===== config.mk =====
export PLATFORM = sky130hd
export DESIGN_NAME = fifo_read_ctrl
export DESIGN_NICKNAME = d
export VERILOG_FILES = /design/src/rtl/fifo_read_ctrl.sv
export SDC_FILE = /design/constraint.sdc
export NUM_CORES = 1
export LEC_CHECK = 0
export BUFFER_PORTS_ARGS = -buffer_cell sky130_fd_sc_hd__buf_2
export CORE_MARGIN = 1
export CORE_UTILIZATION = 30
export DETAILED_ROUTE_END_ITERATION = 8
export HOLD_SLACK_MARGIN = 0.12
export SLEW_MARGIN = 20
export SYNTH_ARGS = -nofsm -noshare
export SYNTH_HDL_FRONTEND = slang
export SYNTH_SLANG_ARGS = --single-unit

===== constraint.sdc =====
create_clock -name r_Clk -period 2.75 [get_ports r_Clk]
set_input_delay 0.275 -clock r_Clk [delete_from_list [all_inputs] [get_ports r_Clk]]
set_output_delay 0.275 -clock r_Clk [all_outputs]
set_load 0.02 [all_outputs]

===== src/rtl/fifo_read_ctrl.sv =====
`timescale 1ns/1ps
// Read-domain drain controller: pops the async FIFO into a 2-entry output buffer, in bursts or continuously.
// One cycle from pop to out_Valid; pops stall only on a full buffer, so out_Ready never reaches r_Inc combinationally.
module fifo_read_ctrl #(
  parameter int data_Size   = 8,
  parameter int burst_Width = 8,
  parameter int count_Width = 16
) (
  input  logic                   r_Clk,
  input  logic                   r_Rst,
  input  logic                   fifo_Empty,
  input  logic [data_Size-1:0]   read_Data,
  output logic                   r_Inc,
  input  logic                   start,
  input  logic [burst_Width-1:0] burst_Len,
  input  logic                   stop,
  output logic                   out_Valid,
  output logic [data_Size-1:0]   out_Data,
  input  logic                   out_Ready,
  output logic                   busy,
  output logic                   burst_Done,
  output logic [count_Width-1:0] word_Count
);

  typedef enum logic [1:0] {IDLE = 2'd0, RUN = 2'd1, FLUSH = 2'd2} state_t;

  localparam logic [burst_Width-1:0] BURST_ONE = 1;
  localparam logic [count_Width-1:0] COUNT_ONE = 1;

  state_t                 state_q, state_d;
  logic [data_Size-1:0]   buf0_q, buf0_d;
  logic [data_Size-1:0]   buf1_q, buf1_d;
  logic [1:0]             buf_cnt_q, buf_cnt_d;
  logic [burst_Width-1:0] len_q, len_d;
  logic [burst_Width-1:0] pop_cnt_q, pop_cnt_d;
  logic [count_Width-1:0] word_cnt_q, word_cnt_d;
  logic                   done_q, done_d;
  logic                   pop;
  logic                   hs;
  logic                   last_pop;

  always_ff @(posedge r_Clk or negedge r_Rst) begin
    if (!r_Rst) begin
      state_q <= IDLE;
    end else begin
      state_q <= state_d;
    end
  end

  always_comb begin
    state_d = state_q;
    done_d  = 1'b0;
    case (state_q)
      IDLE: begin
        if (start) state_d = RUN;
      end
      RUN: begin
        if (stop || last_pop) state_d = FLUSH;
      end
      FLUSH: begin
        // Leave as soon as the buffer drains, counting a handshake on this very edge.
        if (buf_cnt_d == 2'd0) begin
          state_d = IDLE;
          done_d  = 1'b1;
        end
      end
      default: state_d = IDLE;
    endcase
  end

  always_comb begin
    r_Inc = 1'b0;
    busy  = 1'b0;
    case (state_q)
      RUN: begin
        r_Inc = !stop && !fifo_Empty && (buf_cnt_q < 2'd2);
        busy  = 1'b1;
      end
      FLUSH:   busy = 1'b1;
      default: ;
    endcase
  end

  assign pop        = r_Inc;
  assign out_Valid  = (buf_cnt_q != 2'd0);
  assign out_Data   = buf0_q;
  assign hs         = out_Valid && out_Ready;
  assign burst_Done = done_q;
  assign word_Count = word_cnt_q;
  assign last_pop   = pop && (len_q != '0) && ((pop_cnt_q + BURST_ONE) == len_q);

  // buf0 is always the head; buf1 only holds a word when two are queued.
  always_comb begin
    buf0_d    = buf0_q;
    buf1_d    = buf1_q;
    buf_cnt_d = buf_cnt_q;
    case ({pop, hs})
      2'b10: begin
        if (buf_cnt_q == 2'd0) buf0_d = read_Data;
        else                   buf1_d = read_Data;
        buf_cnt_d = buf_cnt_q + 2'd1;
      end
      2'b01: begin
        buf0_d    = buf1_q;
        buf_cnt_d = buf_cnt_q - 2'd1;
      end
      2'b11: begin
        if (buf_cnt_q == 2'd1) begin
          buf0_d = read_Data;
        end else begin
          buf0_d = buf1_q;
          buf1_d = read_Data;
        end
      end
      default: ;
    endcase
  end

  always_comb begin
    len_d      = len_q;
    pop_cnt_d  = pop_cnt_q;
    word_cnt_d = word_cnt_q;
    if (state_q == IDLE && start) begin
      len_d      = burst_Len;
      pop_cnt_d  = '0;
      word_cnt_d = '0;
    end else begin
      if (pop) pop_cnt_d  = pop_cnt_q + BURST_ONE;
      if (hs)  word_cnt_d = word_cnt_q + COUNT_ONE;
    end
  end

  always_ff @(posedge r_Clk or negedge r_Rst) begin
    if (!r_Rst) begin
      buf0_q     <= '0;
      buf1_q     <= '0;
      buf_cnt_q  <= 2'd0;
      len_q      <= '0;
      pop_cnt_q  <= '0;
      word_cnt_q <= '0;
      done_q     <= 1'b0;
    end else begin
      buf0_q     <= buf0_d;
      buf1_q     <= buf1_d;
      buf_cnt_q  <= buf_cnt_d;
      len_q      <= len_d;
      pop_cnt_q  <= pop_cnt_d;
      word_cnt_q <= word_cnt_d;
      done_q     <= done_d;
    end
  end

endmodule


==> results_dict.tcl <==
set metrics [dict create \
    placed_area_sq_um 3200 \
    dr_total_vias 2176 \
    synth.most_common_cell "dfrtp_1" \
    regArea_sq_um 1330 \
    leakagePower_nw 1.54 \
    core-area_sq_um 8890 \
    post-route-min-period_ps 2610 \
    grt_pass1_vias 2172 \
    fp.dieW_microns 98.5 \
    fillers 884 \
    max_freq_mhz 383 \
    die-area_sq_um 9710 \
    grt_pass1_wl_microns 10200 \
    synthFlopType "dfrtp_1" \
    setup_tns_ps 0 \
    fin_ws_ps 138 \
    syn_nets 309 \
    clock_sinks 53 \
    synth_adder_area_share_pct 5.37 \
    synth_seq_cells 53 \
    synth_edf_count 0 \
    dp.cells 434 \
    num_rows 34 \
    nets 369 \
    io_pins 50 \
    ys_types 44 \
    cp-end-kind "flop" \
    numCtsBuffers 5 \
    cts_root_buf "clkbuf_8" \
    start_kind "flop" \
    wl_microns 6110 \
    syn_area_sq_um 2800 \
    vdd_drop_max_v 0.000356 \
    synthTopCellsByCount "dfrtp_1 (53), nand2_1 (32), nor2_1 (31), mux2_2 (16), xor2_1 (16)" \
    worst-r2r-setup-slack_ps 140 \
    drcViolationCount 0 \
    clk_latency_ps 310 \
    yosysTopAreaCell "dfrtp_1" \
    ys_seq_area_share_pct 47.4 \
    synthToLayoutAreaGrowth_pct 19.4 \
    status "finished clean" \
    finClkSkew_ps 8.12 \
    stdcell_area_sq_um 3340 \
    place_ws_ps 67.5 \
    clk_path_buf_depth 2 \
    worstHoldStart "burst_Len[0]" \
    critical_path_arrival_ps 2790 \
    fin_cells 444 \
    synthXorXnorAreaFrac_pct 8.77 \
    port_buffers 49 \
    path_clk_slew_ps 90 \
    syn_area_per_cell_sq_um 10.2 \
    synth-compound-area-share_pct 10.7 \
    yosys-mux-area-fraction_pct 6.80 \
    grt_overflow 0 \
    wl_per_cell_microns 13.8 \
    r2r-start "state_q[1]$_DFFE_PN0P_" \
    cap_viol_max_count 0 \
    vias_per_cell 4.90 \
    grt_max_degree 32 \
    synth_area_leaders "dfrtp_1 (47%), mux2_2 (6.4%), ha_1 (5.4%)" \
    holdCritPathClass "input pin to flop" \
    cp_data_required_time_ps 2930 \
    tightest_slew_ps 1090 \
    synthSimpleGateAreaFrac_pct 17.6 \
    synth_top_family_by_area "simple AND/OR/NAND/NOR gates" \
    final_core_util_pct 37.5 \
    hold_depth 2 \
    worst_slew_margin_rel_pct 27.3 \
    hold_viol 0 \
    synth_top_cell_area_share_pct 47.4 \
    antennaDiodeCount 0 \
    power.density_nw_per_um2 821 \
    drt_iter0_drc 83 \
    htree_num_levels 2 \
    grt_usage_pct 13.0 \
    drive_gt1_share_pct 28.9 \
    setup_violations 0 \
    path_class "flop to flop" \
    die_y_microns 98.5 \
    reg2regPathDepth 11 \
    dp_hpwl_microns 4450 \
    cts_tree "built" \
    ant_nets 0 \
    syn_inst 275 \
    startpoint "state_q[1]$_DFFE_PN0P_" \
    report.final.slew_viol_count 0 \
    drt-pass1-iter-count 6 \
    critPathMaxFanout 6 \
    multi_input_area_sq_um 1400 \
    async_reset_ff_share_pct 100 \
    gp_congestion 0.785 \
    final.period_utilization_pct 95.0 \
    antenna_found_initial 0 \
    start_util_pct 31.4 \
    yosysWarnings 0 \
]
final timing paths:
path                                             end
min in group asynchronous  word_Count[9]$_DFFE_PN0P_
min reg2reg                  out_Data[0]$_DFFE_PN0P_
max in group asynchronous     buf_cnt_q[0]$_DFF_PN0_
max reg2reg                   state_q[0]$_DFFE_PN0P_
min                             len_q[0]$_DFFE_PN0P_
max                           state_q[0]$_DFFE_PN0P_
report_power, final:
group	leakage (nW)	total [mW]	switching, mW	internal, mW
logic	0.804	1.10	0.607	0.491
clock network	0.0481	0.450	0.268	0.181
registers	0.688	1.19	0.188	1.00
cell type report:
cell class | count | area share, %
multi-input cells | 203 | 42.1
flip-flops and latches | 53 | 39.8
repair buffers | 61 | 10.1
well taps | 108 | 4.05
clock buffers | 5 | 2.06
inverters | 11 | 1.24
clock inverters | 3 | 0.675
metrics by stage:
stage | power [mW] | hold WS [ps]
CTS | 2.74 | 186
global placement | 2.24 | 381
detailed placement | 2.28 | 390
floorplan | 1.93 | -20.6
global route | 2.94 | 183
finish | 2.74 | 195
worst max-delay path: stages, from the launching register on:
cell and delay, ps:
dfrtp_1 420, inv_1 150, ha_1 160, nor2b_2 160, nand2_2 80, ha_1 340
nor4bb_2 310, a31oi_2 80, a32oi_2 340, nor2_1 70, a311oi_1 250, o211ai_1 130
placed cells by master (no fill, tap or decap), drive strengths merged, types with 2 or more instances in the layout:
cell / Yosys / layout
xnor2: 12 / 12
buf: 4 / 60
ha: 12 / 12
nor3: 4 / 4
nor4: 2 / 2
a311oi: 3 / 3
clkinv: 1 / 4
nand4: 5 / 5
nor2: 31 / 31
dfrtp: 53 / 53
and3b: 2 / 2
nand2: 33 / 33
nand3: 9 / 9
a22oi: 8 / 8
nand4b: 2 / 2
o21ai: 16 / 16
and3: 3 / 3
a21oi: 8 / 8
mux2: 16 / 16
clkbuf: 4 / 5
o211ai: 3 / 3
xor2: 16 / 16
or3: 4 / 4
inv: 10 / 10
routing by layer:
metal / vias up / track usage [%] / routed length, microns
li1: 1074 / - / -
met1: 1072 / 16.1 / 2780
met2: 24 / 23.0 / 3120
met3: 6 / 2.27 / 134
met4: 0 / 4.02 / 74
met5: - / 0 / 0
timing repair:
action	CTS	global route
setup endpoints to repair	0	10
buffers inserted	0	1
resized for setup	0	6
hold buffers	1	0
hold endpoints to repair	29	0
cells by family (layout without fill, tap and decap cells):
| logic type | after synthesis | after routing |
|---|---|---|
| AOI/OAI and AO/OA | 44 | 44 |
| muxes | 17 | 17 |
| DFF | 53 | 53 |
| buffers and inverters | 19 | 80 |
| and+or+nand+nor | 102 | 102 |
| adders and majority gates | 12 | 12 |
| xor gates and xnor gates | 28 | 28 |
sequential cells by signal, indices dropped and copies added, names as in the netlist:
| name | count |
|---|---|
| pop_cnt_q | 8 |
| len_q | 8 |
| out_Data | 8 |
| state_q | 2 |
| buf1_q | 8 |
| burst_Done | 1 |
| buf_cnt_q | 2 |
| word_Count | 16 |
Power figures use the tool's default switching activity.
